<file path="config.mk">
export PLATFORM = sky130hd
export DESIGN_NAME = rgb_sram_writer
export DESIGN_NICKNAME = d
export VERILOG_FILES = /design/src/rtl/rgb_sram_writer_pkg.sv /design/src/rtl/rgb_sram_writer_fifo.sv /design/src/rtl/rgb_sram_writer.sv
export SDC_FILE = /design/constraint.sdc
export NUM_CORES = 1
export LEC_CHECK = 0
export ABC_CLOCK_PERIOD_IN_PS = 3660
export BUFFER_PORTS_ARGS = -buffer_cell sky130_fd_sc_hd__buf_4
export CORE_MARGIN = 2
export CORE_UTILIZATION = 25
export CTS_CLUSTER_DIAMETER = 30
export DETAILED_ROUTE_END_ITERATION = 10
export PLACE_DENSITY = 0.49
export SYNTH_ARGS = -nofsm -noshare
export SYNTH_HDL_FRONTEND = slang
export SYNTH_SLANG_ARGS = --single-unit
</file>
<file path="constraint.sdc">
create_clock -name Clock -period 3.66 [get_ports Clock]
set_input_delay 0.549 -clock Clock [delete_from_list [all_inputs] [get_ports Clock]]
set_output_delay 0.549 -clock Clock [all_outputs]
set_load 0.01 [all_outputs]
</file>
<file path="src/rtl/rgb_sram_writer_pkg.sv">
// -----------------------------------------------------------------------------
// rgb_sram_writer_pkg
// Shared definitions for the RGB SRAM writer and its pixel FIFO:
//   - wr_state_e      : writer FSM state encoding
//   - rgb_pixel_t     : one 24-bit pixel {R, G, B}
//   - RGB_BASE_ADDR_DEF, FRAME_PIXELS : default frame placement and size
//   - pack_word()     : selects one of the three 16-bit words of a pixel pair
// -----------------------------------------------------------------------------
package rgb_sram_writer_pkg;

  localparam int unsigned RGB_BASE_ADDR_DEF = 146944;
  localparam int unsigned FRAME_PIXELS      = 76800;
  localparam int unsigned FIFO_DEPTH        = 4;

  typedef enum logic [2:0] {
    S_IDLE = 3'd0,
    S_RUN  = 3'd1,
    S_WR0  = 3'd2,
    S_WR1  = 3'd3,
    S_WR2  = 3'd4,
    S_DONE = 3'd5
  } wr_state_e;

  typedef struct packed {
    logic [7:0] r;
    logic [7:0] g;
    logic [7:0] b;
  } rgb_pixel_t;

  // A pixel pair (P0, P1) occupies three SRAM words:
  //   idx 0 : {R0, G0}   idx 1 : {B0, R1}   idx 2 : {G1, B1}
  function automatic logic [15:0] pack_word(input rgb_pixel_t p0,
                                            input rgb_pixel_t p1,
                                            input logic [1:0] idx);
    logic [15:0] w;
    case (idx)
      2'd0:    w = {p0.r, p0.g};
      2'd1:    w = {p0.b, p1.r};
      default: w = {p1.g, p1.b};
    endcase
    return w;
  endfunction

endpackage

</file>
<file path="src/rtl/rgb_sram_writer_fifo.sv">
// -----------------------------------------------------------------------------
// rgb_pixel_fifo
// 4-deep, 24-bit pixel FIFO between the upstream colour converter and the
// SRAM writer. Pops are always a whole pixel pair: the two oldest entries are
// presented on head0_o/head1_o and pop_i removes both at once.
//
// Ports:
//   clk_i    in   clock
//   rst_i    in   synchronous active-high reset (empties the FIFO)
//   push_i   in   write data_i into the tail
//   pop_i    in   remove the two oldest entries (ignored with fewer than 2)
//   data_i   in   24-bit pixel
//   head0_o  out  oldest entry
//   head1_o  out  second-oldest entry
//   count_o  out  occupancy 0..4
//   empty_o  out  occupancy == 0
//   full_o   out  occupancy == 4
// -----------------------------------------------------------------------------
module rgb_pixel_fifo
  import rgb_sram_writer_pkg::*;
(
  input  logic        clk_i,
  input  logic        rst_i,
  input  logic        push_i,
  input  logic        pop_i,
  input  logic [23:0] data_i,
  output logic [23:0] head0_o,
  output logic [23:0] head1_o,
  output logic [2:0]  count_o,
  output logic        empty_o,
  output logic        full_o
);

  logic [23:0] mem_q [FIFO_DEPTH];
  logic [1:0]  wr_ptr_q;
  logic [1:0]  rd_ptr_q;
  logic [2:0]  count_q;
  logic        push_ok;
  logic        pop_ok;

  assign pop_ok  = pop_i && (count_q >= 3'd2);
  // A push into a full FIFO is safe when a pop happens the same cycle: the
  // slot being overwritten is the old head, which is consumed this cycle.
  assign push_ok = push_i && (!full_o || pop_ok);

  always_ff @(posedge clk_i) begin
    if (rst_i) begin
      wr_ptr_q <= 2'd0;
      rd_ptr_q <= 2'd0;
      count_q  <= 3'd0;
    end else begin
      if (push_ok) wr_ptr_q <= wr_ptr_q + 2'd1;
      if (pop_ok)  rd_ptr_q <= rd_ptr_q + 2'd2;
      count_q <= 3'(count_q + {2'b00, push_ok} - {1'b0, pop_ok, 1'b0});
    end
  end

  always_ff @(posedge clk_i) begin
    if (push_ok) mem_q[wr_ptr_q] <= data_i;
  end

  assign head0_o = mem_q[rd_ptr_q];
  assign head1_o = mem_q[2'(rd_ptr_q + 2'd1)];
  assign count_o = count_q;
  assign empty_o = (count_q == 3'd0);
  assign full_o  = (count_q == 3'(FIFO_DEPTH));

endmodule

</file>
<file path="src/rtl/rgb_sram_writer.sv">
// -----------------------------------------------------------------------------
// rgb_sram_writer
// Accepts RGB pixels from the colour-space-conversion datapath, buffers them
// in a 4-entry FIFO and writes each pixel pair as three 16-bit SRAM words
// ({R0,G0}, {B0,R1}, {G1,B1}) starting at RGB_BASE_ADDR, for the VGA unit.
//
// Build option:
//   RGB_WR_CHECKSUM_EN  defined   : Checksum = running XOR of written words
//                       undefined : Checksum tied to 0, no checksum register
//
// Ports:
//   Clock            in   system clock (50 MHz)
//   Reset            in   synchronous active-high reset
//   Enable           in   frame start pulse (honoured in S_IDLE / S_DONE)
//   pixel_valid      in   upstream pixel present
//   pixel_R/G/B      in   pixel bytes
//   pixel_ready      out  pixel accepted on a cycle with pixel_valid high
//   SRAM_address     out  SRAM word address
//   SRAM_write_data  out  SRAM write word
//   SRAM_we_n        out  SRAM write enable, active-low
//   Done             out  frame fully written
//   Checksum         out  running XOR of written words (see build option)
//
// State  | meaning
// -------+-----------------------------------------------------------------
// S_IDLE | waiting for Enable after reset
// S_RUN  | frame active, waiting for a pixel pair in the FIFO
// S_WR0  | SRAM write of {R0,G0}
// S_WR1  | SRAM write of {B0,R1}
// S_WR2  | SRAM write of {G1,B1}; may pop the next pair directly
// S_DONE | frame written, Done high, waiting for Enable to re-arm
// -----------------------------------------------------------------------------
module rgb_sram_writer
  import rgb_sram_writer_pkg::*;
#(
  parameter logic [17:0] RGB_BASE_ADDR = 18'(RGB_BASE_ADDR_DEF),
  parameter logic [16:0] PIXEL_COUNT   = 17'(FRAME_PIXELS)
) (
  input  logic        Clock,
  input  logic        Reset,
  input  logic        Enable,
  input  logic        pixel_valid,
  input  logic [7:0]  pixel_R,
  input  logic [7:0]  pixel_G,
  input  logic [7:0]  pixel_B,
  output logic        pixel_ready,
  output logic [17:0] SRAM_address,
  output logic [15:0] SRAM_write_data,
  output logic        SRAM_we_n,
  output logic        Done,
  output logic [15:0] Checksum
);

  // Address of the third word of the final pair; the address stops here.
  localparam logic [17:0] LAST_ADDR =
    18'(32'(RGB_BASE_ADDR) + (32'(PIXEL_COUNT) * 32'd3) / 32'd2 - 32'd1);

  wr_state_e   state_q, state_d;
  logic [17:0] addr_q, addr_d;
  logic [15:0] wdata_q, wdata_d;
  logic        we_n_q, we_n_d;
  logic        ready_q, ready_d;
  logic        done_q, done_d;
  logic [16:0] acc_cnt_q, acc_cnt_d;
  rgb_pixel_t  pair0_q, pair0_d;
  rgb_pixel_t  pair1_q, pair1_d;

  logic        start;
  logic        push;
  logic        pop;
  logic        pair_avail;
  logic        in_frame_d;
  logic [2:0]  count_next;

  rgb_pixel_t  fifo_din;
  rgb_pixel_t  head0;
  rgb_pixel_t  head1;
  logic [2:0]  fifo_count;
  logic        fifo_empty;
  logic        fifo_full;

  assign fifo_din = '{r: pixel_R, g: pixel_G, b: pixel_B};

  rgb_pixel_fifo u_fifo (
    .clk_i   (Clock),
    .rst_i   (Reset),
    .push_i  (push),
    .pop_i   (pop),
    .data_i  (fifo_din),
    .head0_o (head0),
    .head1_o (head1),
    .count_o (fifo_count),
    .empty_o (fifo_empty),
    .full_o  (fifo_full)
  );

  assign pair_avail = !fifo_empty && (fifo_count != 3'd1);

  // Pop a pair when waiting in S_RUN, or back-to-back from S_WR2 unless the
  // pair just written was the last one of the frame.
  assign pop = pair_avail &&
               ((state_q == S_RUN) ||
                ((state_q == S_WR2) && (addr_q != LAST_ADDR)));

  // pixel_ready is registered, so it never admits a push into a full FIFO
  // without a pop; the full term only guards against that invariant breaking.
  assign push = pixel_valid && ready_q && (!fifo_full || pop);

  always_comb begin
    state_d   = state_q;
    addr_d    = addr_q;
    wdata_d   = wdata_q;
    we_n_d    = 1'b1;
    done_d    = done_q;
    pair0_d   = pair0_q;
    pair1_d   = pair1_q;
    start     = 1'b0;

    case (state_q)
      S_IDLE, S_DONE: begin
        if (Enable) begin
          start   = 1'b1;
          state_d = S_RUN;
          addr_d  = RGB_BASE_ADDR;
          done_d  = 1'b0;
        end
      end

      S_RUN: begin
        if (pop) begin
          state_d = S_WR0;
          pair0_d = head0;
          pair1_d = head1;
          wdata_d = pack_word(head0, head1, 2'd0);
          we_n_d  = 1'b0;
        end
      end

      S_WR0: begin
        state_d = S_WR1;
        addr_d  = addr_q + 18'd1;
        wdata_d = pack_word(pair0_q, pair1_q, 2'd1);
        we_n_d  = 1'b0;
      end

      S_WR1: begin
        state_d = S_WR2;
        addr_d  = addr_q + 18'd1;
        wdata_d = pack_word(pair0_q, pair1_q, 2'd2);
        we_n_d  = 1'b0;
      end

      S_WR2: begin
        if (addr_q == LAST_ADDR) begin
          state_d = S_DONE;
          done_d  = 1'b1;
        end else begin
          addr_d = addr_q + 18'd1;
          if (pop) begin
            state_d = S_WR0;
            pair0_d = head0;
            pair1_d = head1;
            wdata_d = pack_word(head0, head1, 2'd0);
            we_n_d  = 1'b0;
          end else begin
            state_d = S_RUN;
          end
        end
      end

      default: state_d = S_IDLE;
    endcase

    acc_cnt_d = start ? 17'd0 : (acc_cnt_q + 17'(push));
  end

  // Ready looks one cycle ahead: it reflects the occupancy and accepted-pixel
  // count after this cycle's push/pop, so a registered ready never overfills
  // the FIFO or admits a pixel beyond the frame.
  always_comb begin
    in_frame_d = (state_d == S_RUN) || (state_d == S_WR0) ||
                 (state_d == S_WR1) || (state_d == S_WR2);
    count_next = 3'(fifo_count + {2'b00, push} - {1'b0, pop, 1'b0});
    ready_d    = in_frame_d && (count_next < 3'(FIFO_DEPTH)) &&
                 (acc_cnt_d < PIXEL_COUNT);
  end

  always_ff @(posedge Clock) begin
    if (Reset) begin
      state_q   <= S_IDLE;
      addr_q    <= RGB_BASE_ADDR;
      wdata_q   <= 16'd0;
      we_n_q    <= 1'b1;
      ready_q   <= 1'b0;
      done_q    <= 1'b0;
      acc_cnt_q <= 17'd0;
      pair0_q   <= '0;
      pair1_q   <= '0;
    end else begin
      state_q   <= state_d;
      addr_q    <= addr_d;
      wdata_q   <= wdata_d;
      we_n_q    <= we_n_d;
      ready_q   <= ready_d;
      done_q    <= done_d;
      acc_cnt_q <= acc_cnt_d;
      pair0_q   <= pair0_d;
      pair1_q   <= pair1_d;
    end
  end

`ifdef RGB_WR_CHECKSUM_EN
  logic [15:0] csum_q;

  // Folds in the word currently on the SRAM bus, so it trails the write by
  // one cycle.
  always_ff @(posedge Clock) begin
    if (Reset || start) begin
      csum_q <= 16'd0;
    end else if (!we_n_q) begin
      csum_q <= csum_q ^ wdata_q;
    end
  end

  assign Checksum = csum_q;
`else
  assign Checksum = 16'd0;
`endif

  assign pixel_ready     = ready_q;
  assign SRAM_address    = addr_q;
  assign SRAM_write_data = wdata_q;
  assign SRAM_we_n       = we_n_q;
  assign Done            = done_q;

endmodule
</file>
======== Yosys cells after proc, flatten, opt, wreduce, memory -nomap -nowiden ========
Memories as Yosys holds them, arrays and structs flattened. A register that Yosys moved wholly into a read port is not among the register bits.
Index checks and enable logic that the tools add are counted.
operators by class
  add/sub/neg operators ................... 9
  magnitude comparators ................... 3
  eq/ne operators ......................... 16
  mux-type cells .......................... 30
  reductions and logical operators ........ 29
operator list
  cell                                           number
  two-way mux 24 bit                             4
  one-hot mux 24 bit (2 select lines)            2
  one-hot mux 16 bit (4 select lines)            1
  one-hot mux 18 bit (3 select lines)            1
  two-way mux 18 bit                             2
  two-way mux 16 bit                             2
  adder 18 x 1 -> 18 bit, second input constant  1
  == test 18 bit, second input constant          1
  != test 18 bit, second input constant          1
  adder 17 x 1 -> 17 bit                         1
  < comparator 17 bit, second input constant     1
  two-way mux 17 bit                             1
  one-hot mux 3 bit (5 select lines)             1
  == test 3 x 2 -> 1 bit, second input constant  4
  == test 3 bit, second input constant           4
  logical AND 1 bit                              9
  two-way mux 3 bit                              3
  two-way mux 1 bit                              8
  adder 3 x 1 -> 3 bit                           2
  == test 3 x 1 -> 1 bit, second input constant  2
  logical NOT 3 bit                              2
  logical OR 1 bit                               6
  two-way mux 2 bit                              3
  AND reduction 3 bit                            2
  16 further kinds                               23
word-level totals
  flip-flop bits (word level) ............. 112
  memory bits (writable) .................. 96
  output and inout port bits .............. 53
  word-level logic and storage cells ...... 104
  memories ................................ 1
memory list
  memory        words  bits a word  rd ports  clocked after memory_dff  write ports  line                        source
  u_fifo.mem_q  4      24           2         1                         1            rgb_sram_writer_fifo.sv:34  logic [23:0] mem_q [FIFO_DEPTH];

======== Logic depth before layout (Yosys ltp) ========
  depth after elaboration ................. 13
  gate-level depth with buffers ........... 13

======== Cells and area by module ========
From an unflattened synthesis, not the netlist that was laid out.
unflattened totals
  cells, all modules ...................... 717
  area, all modules ....................... 8687.1 µm²
by module, submodules not included
  module           instances  cells an instance  area each (µm²)  seq. area each (µm²)
  rgb_sram_writer  1          524                4809.6           1781.7
  rgb_pixel_fifo   1          193                3877.5           3022.9

======== Worst setup path after synthesis ========
OpenSTA, ideal clock, no wires.
  path type ............................... register to register
  start point ............................. register state_q[2]
  end point ............................... register ready_q (netlist: pixel_ready)
  setup time .............................. 120 ps
  arrival ................................. 2851 ps
  required time ........................... 3540 ps
  setup slack ............................. 689 ps
  cell stages (with the launch flop) ...... 12
  path buffers ............................ 1
  period minus slack after synthesis ...... 2971 ps
  path through ............................ dfxtp_1 clkbuf_1 xnor2_1 o21ai_0 o2111a_1 ha_1 ha_1 nand2_1 nor4_1 nand3_1 xor2_1 o31a_1
on the way
  cells in the longest elaborated chain, start to end .. 13
  elaborated cells between the ends (all ways) .. 33
  classes of those cells .................. 3 x add/sub; 2 x order compare; 9 x eq/ne; 7 x mux; 12 x reduce/logical
ends and longest elaborated chain
  item                                                             line                    source
  from (decl)                                                      rgb_sram_writer.sv:58   wr_state_e state_q, state_d;
  from (signal assigned)                                           rgb_sram_writer.sv:200  state_q <= state_d;
  branches (longest 12 deep; another with adder 17 x 1 -> 17 bit)  --
  logical AND 1 bit (*)                                            rgb_sram_writer.sv:184  ready_d = in_frame_d && (count_next < 3'(FIFO_DEPTH)) &&
  to (signal assigned)                                             rgb_sram_writer.sv:204  ready_q <= ready_d;
  to (decl)                                                        rgb_sram_writer.sv:62   logic ready_q, ready_d;
Every way passes the cells marked *.
A chain may end at the register's enable or synchronous reset.

======== Final worst setup path ========
  start point ............................. register addr_q[0] (netlist: SRAM_address[0])
  end point ............................... register ready_q (netlist: pixel_ready)
on the way
  cells in the longest elaborated chain, start to end .. 13
  elaborated cells between the ends (all ways) .. 26
  classes of those cells .................. 3 x add/sub; 2 x order compare; 6 x eq/ne; 5 x mux; 10 x reduce/logical
ends and longest elaborated chain
  item                                                             line                    source
  from (decl)                                                      rgb_sram_writer.sv:59   logic [17:0] addr_q, addr_d;
  from (signal assigned)                                           rgb_sram_writer.sv:201  addr_q <= addr_d;
  branches (longest 12 deep; another with adder 17 x 1 -> 17 bit)  --
  logical AND 1 bit (*)                                            rgb_sram_writer.sv:184
Marks and branches as above.

==> results.json <==
{
  "run_status": "finished, final reports clean",
  "synth_largest_area_cell": "edfxtp_1",
  "setup.worst_path.class": "reg2reg",
  "drv.max_cap_violation_count": 0,
  "vdd_drop_max_mv": 0.4292,
  "cts-buffers-inserted": 17,
  "drc_errors": 0,
  "drt_iter0_drc": 313,
  "startpoint_type": "register",
  "hold-path-endpoint": "u_fifo.mem_q[3][10]",
  "htree_levels": 4,
  "layout-drive-gt1-share_pct": 22.45,
  "area_growth_syn_to_layout_pct": 18.42,
  "power_per_cell_area_nw_per_um2": 598.5,
  "hold-path-cell-count": 1,
  "io_buffers": 64,
  "netlist_top_cells_area": "edfxtp_1 36%, dfxtp_1 24%, mux2i_1 6.2%",
  "crit_fanout": 11,
  "finished_layout_cells": 1137,
  "synth-edff-count": 96,
  "reg2regPathDepth": 11,
  "setup_tns_ns": 0,
  "worstHoldPathType": "in2reg",
  "io_pins": 81,
  "maximum_number_of_pins_on_one_net_before_global_route_repair": 62,
  "initial_core_util_pct": 25.47,
  "routed_wirelength_normalized_by_instance_count_um": 16.46,
  "synth_sequential_area_ratio_pct": 59.48,
  "hold_buffers": 0,
  "leakage_nw": 3.199,
  "routed_wl_um": 18710,
  "holdCritStartpoint": "pixel_G[2]",
  "grt_antenna_before_repair": 0,
  "gate_count_after_technology_mapping": 660,
  "clock_tree_from_tritoncts": "built",
  "rsz0062_at_grt": "no",
  "cts.sink_count": 192,
  "insertion_delay_of_the_later_clocked_pin_in_the_worst_skew_pair_ns": 0.44,
  "fp.dieArea_um2": 33760,
  "max_freq_mhz": 315.9,
  "overflow_left_after_global_routing": 0,
  "asyncSetResetFlopFracSynth_pct": 0,
  "finalHoldViolations": 0,
  "tightestPinTransition_ns": 1.108,
  "dp_hpwl_um": 12320,
  "die_h_um": 183.8,
  "synth_ff_type": "edfxtp_1",
  "floorplan.rows": 65,
  "synth_seq_cells": 192,
  "finalCoreUtilization_pct": 30.16,
  "grt_use_total_pct": 11.43,
  "reg2reg_to": "pixel_ready",
  "yosys_warnings": 0,
  "num_antenna_cells": 0,
  "synthDistinctLibCells": 65,
  "final_max_slew_viol_count": 0,
  "post_cts.repair.setup_buffers": 0,
  "detail_route.first_pass.iterations": 4,
  "cp.required_ns": 3.98,
  "maxSlewHeadroom_pct": 26.15,
  "worstReg2RegStart": "SRAM_address[0]",
  "cts_resized": 0,
  "dp_cells": 1105,
  "timing.final.crit_period_ns": 3.165,
  "worstSetupEndpointType": "register",
  "cp_data_arrival_time_ns": 3.49,
  "cts.clk_slew.worst_paths_ns": 0.08,
  "num-fill-cells": 3252,
  "core-area_um2": 31720,
  "routabilityCongestion": 0.7657,
  "cts_max_path_buffers": 2,
  "die_w_um": 183.8,
  "post_synth_instance_area_um2": 8078,
  "first_pass_grt_wire_length_um": 29410,
  "routed-via-count": 5272,
  "reg2reg_slack_ns": 0.49,
  "timing.clock.skew_ns": 0.01568,
  "vias_per_cell": 4.637,
  "finalSetupViolCount": 0,
  "synth.avg_cell_area_um2": 12.24,
  "detail-route-antenna-nets": 0,
  "vias_in_the_first_global_route": 4972,
  "finalHoldWorstSlack_ns": 0.3157,
  "nets": 762,
  "netlist.area_leader.share_pct": 35.69,
  "clock_tree.root_cell": "clkbuf_16",
  "final.period_utilization_pct": 86.49
}
==> through the flow <==
stage                     cell area (µm²)  worst slack, ns  power (W)
after floorplan                      8134           0.6893   0.003493
after global placement               8966           0.5765   0.003913
after detailed placement             8966           0.5208   0.003918
after CTS                            9565           0.5178   0.005802
after global routing                 9565           0.2330   0.006033
final                                9565           0.4945   0.005725
==> metal layers <==
metal	vias up	global-route usage, %	part of all wire (%)
met3	12	3.011	5.2
met2	105	17.48	44
met4	0	3.456	1.4
met5	-	0	0
li1	2599	-	-
met1	2556	15.78	49
==> final cells by class <==
class	count	area, µm²	share of cell area (%)
Sequential cell	192	4805	50.23
Multi-Input combinational cell	417	2998	31.34
Timing Repair Buffer	82	615.6	6.436
Tap cell	402	503.0	5.258
Clock buffer	19	464.2	4.853
Clock inverter	13	135.1	1.413
Inverter	12	45.04	0.4709
==> registers in the layout, indices dropped and copies added, names as in the netlist, named ones only <==
| name | flops |
|---|---|
| Done | 1 |
| SRAM_address | 18 |
| SRAM_we_n | 1 |
| SRAM_write_data | 16 |
| acc_cnt_q | 17 |
| pair0_q | 8 |
| pair1_q | 24 |
| pixel_ready | 1 |
| state_q | 3 |
| u_fifo.count_o | 3 |
| u_fifo.mem_q | 96 |
| u_fifo.rd_ptr_q | 1 |
| u_fifo.wr_ptr_q | 2 |
==> how the worst max path moves through the flow <==
stage,startpoint,endpoint,slack (ns),depth (start not counted)
after global routing,SRAM_address[0],pixel_ready,0.23,11
after global placement,SRAM_address[0],pixel_ready,0.58,11
after CTS,SRAM_address[0],pixel_ready,0.52,11
after detailed placement,SRAM_address[0],pixel_ready,0.52,11
after floorplan,state_q[2],pixel_ready,0.69,11
final,SRAM_address[0],pixel_ready,0.49,11
==> synth_stat cells, types with 4 or more instances <==
master	count
nand3_1	19
nand2b_1	6
or4_1	5
inv_1	11
a21oi_1	29
nor2_1	28
nor3_1	41
xnor2_1	13
nand4_1	10
mux2_2	16
buf_4	17
a211oi_1	33
o31ai_1	9
a21oi_2	4
nand3b_1	4
o21ai_0	7
nor4_1	6
edfxtp_1	96
xor2_1	9
o21ai_2	4
nand2_1	21
dfxtp_1	96
clkbuf_1	29
o221a_2	14
and2_1	8
ha_1	12
or3_1	5
mux2i_1	50
==> kinds of logic (layout without fill, tap and decap cells) <==
| logic type | count (synthesis) | after routing | share of synthesized area (%) |
|---|---|---|---|
| flops | 192 | 192 | 59.48 |
| simple gates | 171 | 171 | 11.20 |
| compound gates | 130 | 130 | 12.44 |
| mux | 66 | 66 | 8.426 |
| buf+inv | 66 | 126 | 4.167 |
| xor+xnor | 22 | 22 | 2.385 |
| fa+ha+maj | 12 | 12 | 1.859 |
| other cells | 1 | 16 | 0.04642 |
==> power by group <==
part | total (W) | switching (W) | internal (W)
logic | 0.00120 | 0.000678 | 0.000527
clock network | 0.00188 | 0.000907 | 0.000970
registers | 0.00264 | 0.000146 | 0.00250
total | 0.00573 | 0.00173 | 0.00400
==> cell usage in the layout (no fill, tap or decap), types with 18 or more instances in the layout <==
| cell type | netlist | layout |
|---|---|---|
| nor2_1 | 28 | 28 |
| nand3_1 | 19 | 19 |
| clkbuf_16 | 0 | 18 |
| a21oi_1 | 29 | 29 |
| buf_4 | 17 | 82 |
| nand2_1 | 21 | 21 |
| edfxtp_1 | 96 | 96 |
| dfxtp_1 | 96 | 96 |
| nor3_1 | 41 | 40 |
| a211oi_1 | 33 | 33 |
| mux2i_1 | 50 | 50 |
==> critical path, stage by stage, from the launching register on <==
cell      delay [ns]
dfxtp_1         0.36
ha_1            0.24
nand2_1         0.11
or4_4           0.23
o2111a_1        0.25
ha_1            0.17
ha_1            0.30
nand2_1         0.18
nor4_1          0.60
nand3_1         0.17
xor2_1          0.18
o31a_1          0.27
Power figures use the tool's default switching activity.
